[config.mk]
export PLATFORM = sky130hd
export DESIGN_NAME = iobuf_vec_master_flat
export DESIGN_NICKNAME = d
export VERILOG_FILES = /design/src/rtl/iobuf_vec_pkg.sv /design/src/rtl/iobuf_vec_master_if.sv /design/src/rtl/iobuf_vec_master.sv /design/src/flat_wrapper.sv
export SDC_FILE = /design/constraint.sdc
export NUM_CORES = 1
export LEC_CHECK = 0
export CORE_MARGIN = 2
export CORE_UTILIZATION = 49
export CTS_CLUSTER_SIZE = 40
export DETAILED_ROUTE_END_ITERATION = 10
export PLACE_DENSITY_LB_ADDON = 0.1
export SYNTH_ARGS = -nofsm -noshare
export SYNTH_HDL_FRONTEND = slang
export SYNTH_SLANG_ARGS = --single-unit
[constraint.sdc]
create_clock -name CLK -period 2.1 [get_ports CLK]
set_input_delay 0.315 -clock CLK [delete_from_list [all_inputs] [get_ports CLK]]
set_output_delay 0.315 -clock CLK [all_outputs]
set_load 0.005 [all_outputs]
[src/rtl/iobuf_vec_pkg.sv]
// Shared types and constants for the IobufVec bus master.
package iobuf_vec_pkg;

    localparam int unsigned CNT_W   = 4;
    localparam int unsigned CNT_MAX = (1 << CNT_W) - 1;

    localparam logic DIR_READ  = 1'b0;
    localparam logic DIR_WRITE = 1'b1;

    typedef enum logic [2:0] {
        IDLE,
        TURN,
        WR,
        RD,
        RSP
    } state_t;

    // A released gap is needed only when the bus direction flips and gaps are enabled.
    function automatic logic needs_turn(input logic last_dir, input logic wr,
                                        input int unsigned turn_cycles);
        return (turn_cycles != 0) && (wr != last_dir);
    endfunction

endpackage

[src/rtl/iobuf_vec_master_if.sv]
// Request/response stream plus pad-side pin bundle of the IobufVec bus master.
interface iobuf_vec_master_if #(
    parameter int unsigned WIDTH = 8
);
    logic             req_vld;
    logic             req_rdy;
    logic             req_wr;
    logic [WIDTH-1:0] req_data;
    logic             rsp_vld;
    logic             rsp_rdy;
    logic [WIDTH-1:0] rsp_data;
    logic [WIDTH-1:0] pin_I;
    logic             pin_T;
    logic [WIDTH-1:0] pin_O;
    logic             pin_STB;

    modport master (
        input  req_vld, req_wr, req_data, rsp_rdy, pin_O,
        output req_rdy, rsp_vld, rsp_data, pin_I, pin_T, pin_STB
    );

    modport slave (
        output req_vld, req_wr, req_data, rsp_rdy, pin_O,
        input  req_rdy, rsp_vld, rsp_data, pin_I, pin_T, pin_STB
    );

endinterface

[src/rtl/iobuf_vec_master.sv]
// Half-duplex strobed bus master for an IobufVec pad set: turns write/read
// requests into timed strobe cycles with turnaround gaps on direction changes.
module iobuf_vec_master
    import iobuf_vec_pkg::*;
#(
    parameter int unsigned WIDTH       = 8,
    parameter int unsigned HOLD_CYCLES = 2,
    parameter int unsigned TURN_CYCLES = 1
) (
    input  logic               CLK,
    input  logic               RST,
    iobuf_vec_master_if.master bus,
    output logic               busy
);

    // Counter is CNT_W bits and counts down to 1, so both timings must fit it.
    if (HOLD_CYCLES < 1 || HOLD_CYCLES > CNT_MAX) begin : g_bad_hold
        $error("iobuf_vec_master: HOLD_CYCLES out of range 1..15");
    end
    if (TURN_CYCLES > CNT_MAX) begin : g_bad_turn
        $error("iobuf_vec_master: TURN_CYCLES out of range 0..15");
    end

    state_t               r_state;
    logic [CNT_W-1:0]     r_cnt;
    logic                 r_last_dir;
    logic                 r_wr;
    logic [WIDTH-1:0]     r_data;
    logic                 r_req_rdy;
    logic                 r_rsp_vld;
    logic [WIDTH-1:0]     r_rsp_data;
    logic [WIDTH-1:0]     r_pin_I;
    logic                 r_pin_T;
    logic                 r_pin_STB;
    logic                 r_busy;
    logic                 w_accept;

    assign w_accept     = bus.req_vld && r_req_rdy;

    assign bus.req_rdy  = r_req_rdy;
    assign bus.rsp_vld  = r_rsp_vld;
    assign bus.rsp_data = r_rsp_data;
    assign bus.pin_I    = r_pin_I;
    assign bus.pin_T    = r_pin_T;
    assign bus.pin_STB  = r_pin_STB;
    assign busy         = r_busy;

    // Sequencer: every output is registered with the value of the state being entered.
    always_ff @(posedge CLK) begin
        if (RST) begin
            r_state    <= IDLE;
            r_cnt      <= '0;
            r_last_dir <= DIR_READ;
            r_wr       <= 1'b0;
            r_data     <= '0;
            r_req_rdy  <= 1'b0;
            r_rsp_vld  <= 1'b0;
            r_rsp_data <= '0;
            r_pin_I    <= '0;
            r_pin_T    <= 1'b1;
            r_pin_STB  <= 1'b0;
            r_busy     <= 1'b0;
        end else begin
            case (r_state)
                IDLE: begin
                    r_req_rdy <= 1'b1;
                    if (w_accept) begin
                        r_req_rdy <= 1'b0;
                        r_busy    <= 1'b1;
                        r_wr      <= bus.req_wr;
                        r_data    <= bus.req_data;
                        if (needs_turn(r_last_dir, bus.req_wr, TURN_CYCLES)) begin
                            r_state <= TURN;
                            r_cnt   <= CNT_W'(TURN_CYCLES);
                        end else begin
                            r_state   <= bus.req_wr ? WR : RD;
                            r_cnt     <= CNT_W'(HOLD_CYCLES);
                            r_pin_STB <= 1'b1;
                            if (bus.req_wr) begin
                                r_pin_T <= 1'b0;
                                r_pin_I <= bus.req_data;
                            end
                        end
                    end
                end

                TURN: begin
                    if (r_cnt == CNT_W'(1)) begin
                        r_state   <= r_wr ? WR : RD;
                        r_cnt     <= CNT_W'(HOLD_CYCLES);
                        r_pin_STB <= 1'b1;
                        if (r_wr) begin
                            r_pin_T <= 1'b0;
                            r_pin_I <= r_data;
                        end
                    end else begin
                        r_cnt <= r_cnt - CNT_W'(1);
                    end
                end

                WR: begin
                    if (r_cnt == CNT_W'(1)) begin
                        r_state    <= IDLE;
                        r_last_dir <= DIR_WRITE;
                        r_pin_T    <= 1'b1;
                        r_pin_STB  <= 1'b0;
                        r_req_rdy  <= 1'b1;
                        r_busy     <= 1'b0;
                    end else begin
                        r_cnt <= r_cnt - CNT_W'(1);
                    end
                end

                RD: begin
                    if (r_cnt == CNT_W'(1)) begin
                        r_state    <= RSP;
                        r_last_dir <= DIR_READ;
                        r_pin_STB  <= 1'b0;
                        r_rsp_data <= bus.pin_O;
                        r_rsp_vld  <= 1'b1;
                    end else begin
                        r_cnt <= r_cnt - CNT_W'(1);
                    end
                end

                RSP: begin
                    if (bus.rsp_rdy) begin
                        r_state   <= IDLE;
                        r_rsp_vld <= 1'b0;
                        r_req_rdy <= 1'b1;
                        r_busy    <= 1'b0;
                    end
                end

                default: begin
                    r_state <= IDLE;
                end
            endcase
        end
    end

endmodule
[src/flat_wrapper.sv]
// flat-port wrapper written by rule: the top's interface ports become plain ports
module iobuf_vec_master_flat import iobuf_vec_pkg::*;
#(
    parameter int unsigned WIDTH       = 8,
    parameter int unsigned HOLD_CYCLES = 2,
    parameter int unsigned TURN_CYCLES = 1
)
  (CLK, RST, busy, bus_req_vld, bus_req_wr, bus_req_data, bus_rsp_rdy, bus_pin_O, bus_req_rdy, bus_rsp_vld, bus_rsp_data, bus_pin_I, bus_pin_T, bus_pin_STB);
  iobuf_vec_master_if #(.WIDTH(WIDTH)) bus_i ();
  input  logic CLK;
  input  logic RST;
  output logic busy;
  input wire logic [$bits(bus_i.req_vld)-1:0] bus_req_vld;
  input wire logic [$bits(bus_i.req_wr)-1:0] bus_req_wr;
  input wire logic [$bits(bus_i.req_data)-1:0] bus_req_data;
  input wire logic [$bits(bus_i.rsp_rdy)-1:0] bus_rsp_rdy;
  input wire logic [$bits(bus_i.pin_O)-1:0] bus_pin_O;
  output wire logic [$bits(bus_i.req_rdy)-1:0] bus_req_rdy;
  output wire logic [$bits(bus_i.rsp_vld)-1:0] bus_rsp_vld;
  output wire logic [$bits(bus_i.rsp_data)-1:0] bus_rsp_data;
  output wire logic [$bits(bus_i.pin_I)-1:0] bus_pin_I;
  output wire logic [$bits(bus_i.pin_T)-1:0] bus_pin_T;
  output wire logic [$bits(bus_i.pin_STB)-1:0] bus_pin_STB;
  assign bus_i.req_vld = bus_req_vld;
  assign bus_i.req_wr = bus_req_wr;
  assign bus_i.req_data = bus_req_data;
  assign bus_i.rsp_rdy = bus_rsp_rdy;
  assign bus_i.pin_O = bus_pin_O;
  assign bus_req_rdy = bus_i.req_rdy;
  assign bus_rsp_vld = bus_i.rsp_vld;
  assign bus_rsp_data = bus_i.rsp_data;
  assign bus_pin_I = bus_i.pin_I;
  assign bus_pin_T = bus_i.pin_T;
  assign bus_pin_STB = bus_i.pin_STB;
  iobuf_vec_master #(.WIDTH(WIDTH), .HOLD_CYCLES(HOLD_CYCLES), .TURN_CYCLES(TURN_CYCLES)) u_core (.CLK(CLK), .RST(RST), .bus(bus_i), .busy(busy));
endmodule
==> results of run 1 <==
## report_power, final
group	internal (mW)	switching [mW]	total [mW]
registers	0.770	0.0499	0.820
logic	0.199	0.182	0.381
clock network	0.161	0.242	0.403
total	1.13	0.474	1.60
## layout make-up
type | count | area [µm²]
fill | 265 | 1080
multi-input combinational | 125 | 897
sequential | 38 | 761
timing repair buffer | 52 | 505
tap | 46 | 57.6
clock buffer | 6 | 51.3
inverter | 6 | 22.5
clock inverter | 2 | 12.5
## registers in the layout, summed over array words and instances, names as in the netlist
register / flops
u_core.bus.pin_I: 8
u_core.bus.rsp_data: 8
u_core.r_data: 8
u_core.r_cnt: 4
u_core.r_state: 3
u_core.bus.pin_STB: 1
u_core.bus.pin_T: 1
u_core.bus.req_rdy: 1
u_core.bus.rsp_vld: 1
u_core.busy: 1
u_core.r_last_dir: 1
u_core.r_wr: 1
## routing by layer
layer / vias up / track usage (%)
met1: 695 / 24.3
li1: 762 / -
met5: - / 0
met2: 38 / 32.9
met3: 5 / 6.79
met4: 0 / 7.07
## Yosys cell counts, drive strengths merged, types with 2 or more instances
cell / instances / share of area [%]
nand3b: 2 / 0.86
mux2i: 25 / 14
a311oi: 8 / 4.7
clkbuf: 8 / 1.9
dfxtp: 38 / 44
a211o: 2 / 1.0
nand2b: 3 / 1.1
ha: 3 / 2.2
or3: 2 / 0.72
inv: 6 / 1.3
buf: 6 / 2.1
o32ai: 2 / 2.1
nor2: 25 / 5.4
a21oi: 17 / 4.9
o21ai: 5 / 1.4
a211oi: 2 / 0.86
nor4: 4 / 1.4
nor3: 7 / 2.0
nand2: 4 / 0.86
## worst max-delay path, stage by stage (launching register included)
cell	delay, ns
dfxtp_1	0.48
nor2_1	0.83
a21oi_1	0.18
a311oi_2	0.29
## layout by cell type, fill, tap and decap left out, types with 2 or more instances in the layout
cell type	netlist	routed
a211oi_1	2	2
inv_1	6	6
buf_4	0	10
nor4_1	4	3
a211o_1	2	2
nor2_1	25	25
nand2_1	4	4
a311oi_1	6	6
or3_1	2	2
nand3b_1	2	2
o21ai_0	2	2
o21ai_1	3	3
nand2b_1	3	3
clkdlybuf4s50_1	0	41
dfxtp_1	38	38
clkbuf_4	1	5
nor3_1	7	7
a21oi_1	17	17
ha_1	3	3
a311oi_2	2	2
mux2i_1	25	25
## metrics by stage
step | area [µm²] | setup WS [ns] | setup TNS, ns
6_report | 2310 | 0.240 | 0
5_1_grt | 2310 | 0.0305 | 0
2_1_floorplan | 1740 | 0.433 | 0
3_3_place_gp | 2240 | 0.0164 | 0
4_1_cts | 2310 | 0.269 | 0
3_5_place_dp | 2240 | -0.0663 | -0.368
## cells by family (layout without fill, tap and decap cells)
family	count (synthesis)	in the layout
AOI/OAI and AO/OA	43	43
adders and majority gates	3	3
muxes	25	25
buffers and inverters	20	66
DFF	38	38
and+or+nand+nor	54	54
## how the worst max path moves through the flow
stage	startpoint	end	slack, ns	depth (start not counted)
after floorplan	bus_req_wr	u_core.bus.pin_I[5]$_SDFFE_PP0P_	0.43	6
after global placement	bus_req_wr	u_core.bus.pin_I[5]$_SDFFE_PP0P_	0.02	7
after detailed placement	bus_req_wr	u_core.bus.pin_I[6]$_SDFFE_PP0P_	-0.07	7
after CTS	u_core.r_state[1]$_SDFFE_PP0P_	u_core.bus.pin_I[6]$_SDFFE_PP0P_	0.27	3
after global routing	u_core.r_state[1]$_SDFFE_PP0P_	u_core.bus.pin_I[3]$_SDFFE_PP0P_	0.03	3
final	u_core.r_state[1]$_SDFFE_PP0P_	u_core.bus.pin_I[6]$_SDFFE_PP0P_	0.24	3
==> flow_summary.yaml, run 1 <==
finish:
  n_antenna_cell: 0
  utilization_pct: 68.1
  final_cells: 275
  syn2layout_area_growth_pct: 32.3
  drive_gt1_share_pct: 10.9
  nets: 252
synth:
  synth_xor_area_share_pct: 0
  synth_nets: 207
  synth.mux.area_fraction_pct: 14.3
  synthesis.area_um2: 1740
  synth-compound-area-share_pct: 18.4
  synth.distinct_cells: 38
  yosys_warnings: 0
  synth-seq-area-share_pct: 43.6
  syn_inst: 183
  synth_fa_ha_area_share_pct: 2.15
  synth_async_sr_flop_share_pct: 0
  synth-edff-count: 0
  ys.flop_type: "dfxtp_1"
  synth-seq-cells: 38
  yosys.area_share.simple_pct: 16.2
  syn_area_per_cell_um2: 9.53
  synth_top_family_by_area: "compound AO/OA/AOI/OAI gates"
critical_path:
  arrival_ns: 2.13
  worstPathMaxFanout: 17
  ff2ff_path_depth: 3
  r2r-end: "u_core.bus.pin_I[6]$_SDFFE_PP0P_"
  worstPathRequired_ns: 2.37
  rr_startpoint: "u_core.r_state[1]$_SDFFE_PP0P_"
  r2r_slack_ns: 0.24
  cp-end-kind: "register"
  critPathLaunchType: "register"
  worstSetupPathType: "reg -> reg"
clocking:
  cts_resized: 0
  post_cts_buffers: 0
  insertion_delay_ns: 0.35
  cts_num_sinks: 38
  cts.hold.buffers_added: 0
  cts_buffer_depth: 2
  clk_pin_slew_worst_paths_ns: 0.11
  htree_levels: 2
  cts_tree: "built"
  cts_buffers: 5
  clockRootBuffer: "clkbuf_4"
drt:
  top_layer_used: "met4"
  avgRoutedWirePerCell_um: 13.4
  met3_length_um: 196
  firstDrtPassIters: 4
  routed_wl_um: 3680
  drc_errors: 0
  wl_met1_um: 1670
  ant_nets: 0
  vias: 1500
  via_per_inst: 5.45
  route.met2.wl_um: 1760
  drt_iter0_markers: 146
power_and_ir_drop:
  powerDensity_nw_per_um2: 695
  p_leak_nw: 0.866
  p_total_mw: 1.60
  peakVddDrop_uv: 496
floorplanning:
  rows: 21
  dieHeight_um: 63.7
  die_w_um: 63.7
  io_pins: 42
  initial_core_util_pct: 51.5
  die_area_um2: 4050
  core_area_um2: 3390
grt:
  grt_usage_pct: 20.0
  antenna_found_initial: 0
  grt_pass1_vias: 1402
  grt_max_degree: 21
  grt_overflow_total: 0
  grt_pass1_wl_um: 6310
sta:
  slew_headroom_pct: 33.2
  rsz0062_at_grt: "false"
  worst_pin_slew_ns: 0.998
  fin_skew_ns: 0.00546
  fin_hold_ws_ns: 0.453
  fin_crit_ns: 1.86
  hold_viol_final: 0
  setup_viol: 0
  max_freq_mhz: 538
  drv_slew: 0
  post-route-period-util_pct: 88.6
flow_run:
  max-cap-violations: 0
place:
  dp.cells: 267
  dpl.hpwl_um: 2720
  numPortBuffers: 41
  gp_congestion: 0.810
hold_path:
  hp-start: "u_core.bus.rsp_vld$_SDFFE_PP0P_"
  hp-class: "reg -> reg"
  holdPathStages: 2
  whs_endpoint: "u_core.bus.rsp_vld$_SDFFE_PP0P_"
status:
  outcome: "finished, final reports clean"
Power figures use the tool's default switching activity.
==> run 2, diff against run 1 <==
GPL_TIMING_DRIVEN = 0   (was default)
==> flow_summary.yaml, run 2 (synthesis gave the netlist of run 1 again) <==
status:
  outcome: "finished, final reports clean"
floorplanning:
  io_pins: 42
  dieHeight_um: 63.7
  initial_core_util_pct: 51.5
  die_area_um2: 4050
  die_w_um: 63.7
  rows: 21
  core_area_um2: 3390
grt:
  grt_pass1_vias: 1473
  grt_overflow_total: 0
  grt_pass1_wl_um: 6780
  grt_max_degree: 11
  antenna_found_initial: 0
  grt_usage_pct: 21.4
drt:
  ant_nets: 0
  drt_iter0_markers: 96
  firstDrtPassIters: 4
  vias: 1535
  avgRoutedWirePerCell_um: 14.4
  via_per_inst: 5.56
  drc_errors: 0
  routed_wl_um: 3980
finish:
  layout_commonest_cell: "clkdlybuf4s50_1"
  final_cells: 276
  drive_gt1_share_pct: 7.83
  n_antenna_cell: 0
  post-route-cell-area_um2: 2260
  nets: 255
  layout_common_cells: "clkdlybuf4s50_1, dfxtp_1, nor2_1, mux2i_1, a21oi_1"
  syn2layout_area_growth_pct: 29.8
sta:
  fin_hold_ws_ns: 0.450
  hold_viol_final: 0
  rsz0062_at_grt: "false"
  setup_viol: 0
  drv_slew: 0
  post-route-period-util_pct: 94.9
  setup-tns-final_ns: 0
  worst_pin_slew_ns: 0.547
  fin_skew_ns: 0.00774
  max_freq_mhz: 502
  fin_crit_ns: 1.99
  slew_headroom_pct: 63.5
clocking:
  cts_buffer_depth: 2
  cts_buffers: 5
  post_cts_buffers: 0
  cts_resized: 0
  clockRootBuffer: "clkbuf_4"
  clk_pin_slew_worst_paths_ns: 0.11
  cts_num_sinks: 38
  cts_tree: "built"
  cts.hold.buffers_added: 0
  htree_levels: 2
  insertion_delay_ns: 0.34
place:
  gp_congestion: 0.906
  numPortBuffers: 41
  dpl.hpwl_um: 2900
  dp.cells: 270
  post_dp_cell_area_um2: 2210
critical_path:
  worstSetupPathType: "in -> reg"
  arrival_ns: 2.25
  critPathLaunchType: "primary input"
  worstPathMaxFanout: 10
  worstPathRequired_ns: 2.36
  cp-end-kind: "register"
power_and_ir_drop:
  p_leak_nw: 0.844
  p_total_mw: 1.57
  powerDensity_nw_per_um2: 695
  peakVddDrop_uv: 383
flow_run:
  max-cap-violations: 0
hold_path:
  hp-class: "reg -> reg"
[run 2: cell types whose count changed in the layout (fill, tap and decap cells not counted), sizes merged]
| cell | previous run | this run |
|---|---|---|
| clkbuf | 6 | 14 |
| buf | 11 | 6 |
| clkinv | 1 | 0 |
| clkinvlp | 1 | 0 |
[run 2: layout make-up]
| type | instances | area, µm² |
|---|---|---|
| plain buffers | 14 | 70.1 |
| multi-input cells | 125 | 891 |
| well taps | 46 | 57.6 |
| repair buffers | 41 | 410 |
| inverters | 6 | 22.5 |
| fillers | 291 | 1130 |
| clock buffers | 6 | 51.3 |
| flip-flops and latches | 38 | 761 |
[run 2: layer usage]
| layer | wire length [µm] | up-vias | track usage [%] |
|---|---|---|---|
| met3 | 166 | 5 | 6.07 |
| li1 | - | 765 | - |
| met1 | 1820 | 725 | 25.9 |
| met5 | 0 | - | 0 |
| met2 | 1940 | 40 | 36.2 |
| met4 | 51 | 0 | 7.34 |
[run 2: where the power goes]
group,switching (mW),internal (mW),leakage [nW]
Combinational,0.198,0.191,0.505
Clock,0.224,0.151,0.0302
Sequential,0.0387,0.770,0.309
[run 2: worst max-delay path, stage by stage]
cell	delay [ns]
clkdlybuf4s50_1	0.46
ha_1	0.36
nand2b_1	0.21
o32ai_4	0.37
buf_6	0.21
a21oi_1	0.09
a311oi_2	0.23
[run 2: final timing paths]
check | to | slack, ns | from | depth (start not counted)
hold / removal | u_core.bus.rsp_vld$_SDFFE_PP0P_ | 0.45 | u_core.bus.rsp_vld$_SDFFE_PP0P_ | 2
setup reg to reg | u_core.bus.pin_I[5]$_SDFFE_PP0P_ | 0.24 | u_core.r_cnt[1]$_SDFFE_PP0P_ | 7
setup / recovery | u_core.bus.pin_I[5]$_SDFFE_PP0P_ | 0.11 | bus_req_wr | 7
hold reg to reg | u_core.bus.rsp_vld$_SDFFE_PP0P_ | 0.45 | u_core.bus.rsp_vld$_SDFFE_PP0P_ | 2
[run 2: per-stage QoR]
stage / worst slack (ns) / util [%]
2_1_floorplan: 0.433 / -
3_3_place_gp: -0.179 / 65.3
3_5_place_dp: -0.248 / 65.3
4_1_cts: 0.126 / 66.8
5_1_grt: 0.00966 / 66.8
6_report: 0.107 / 66.8
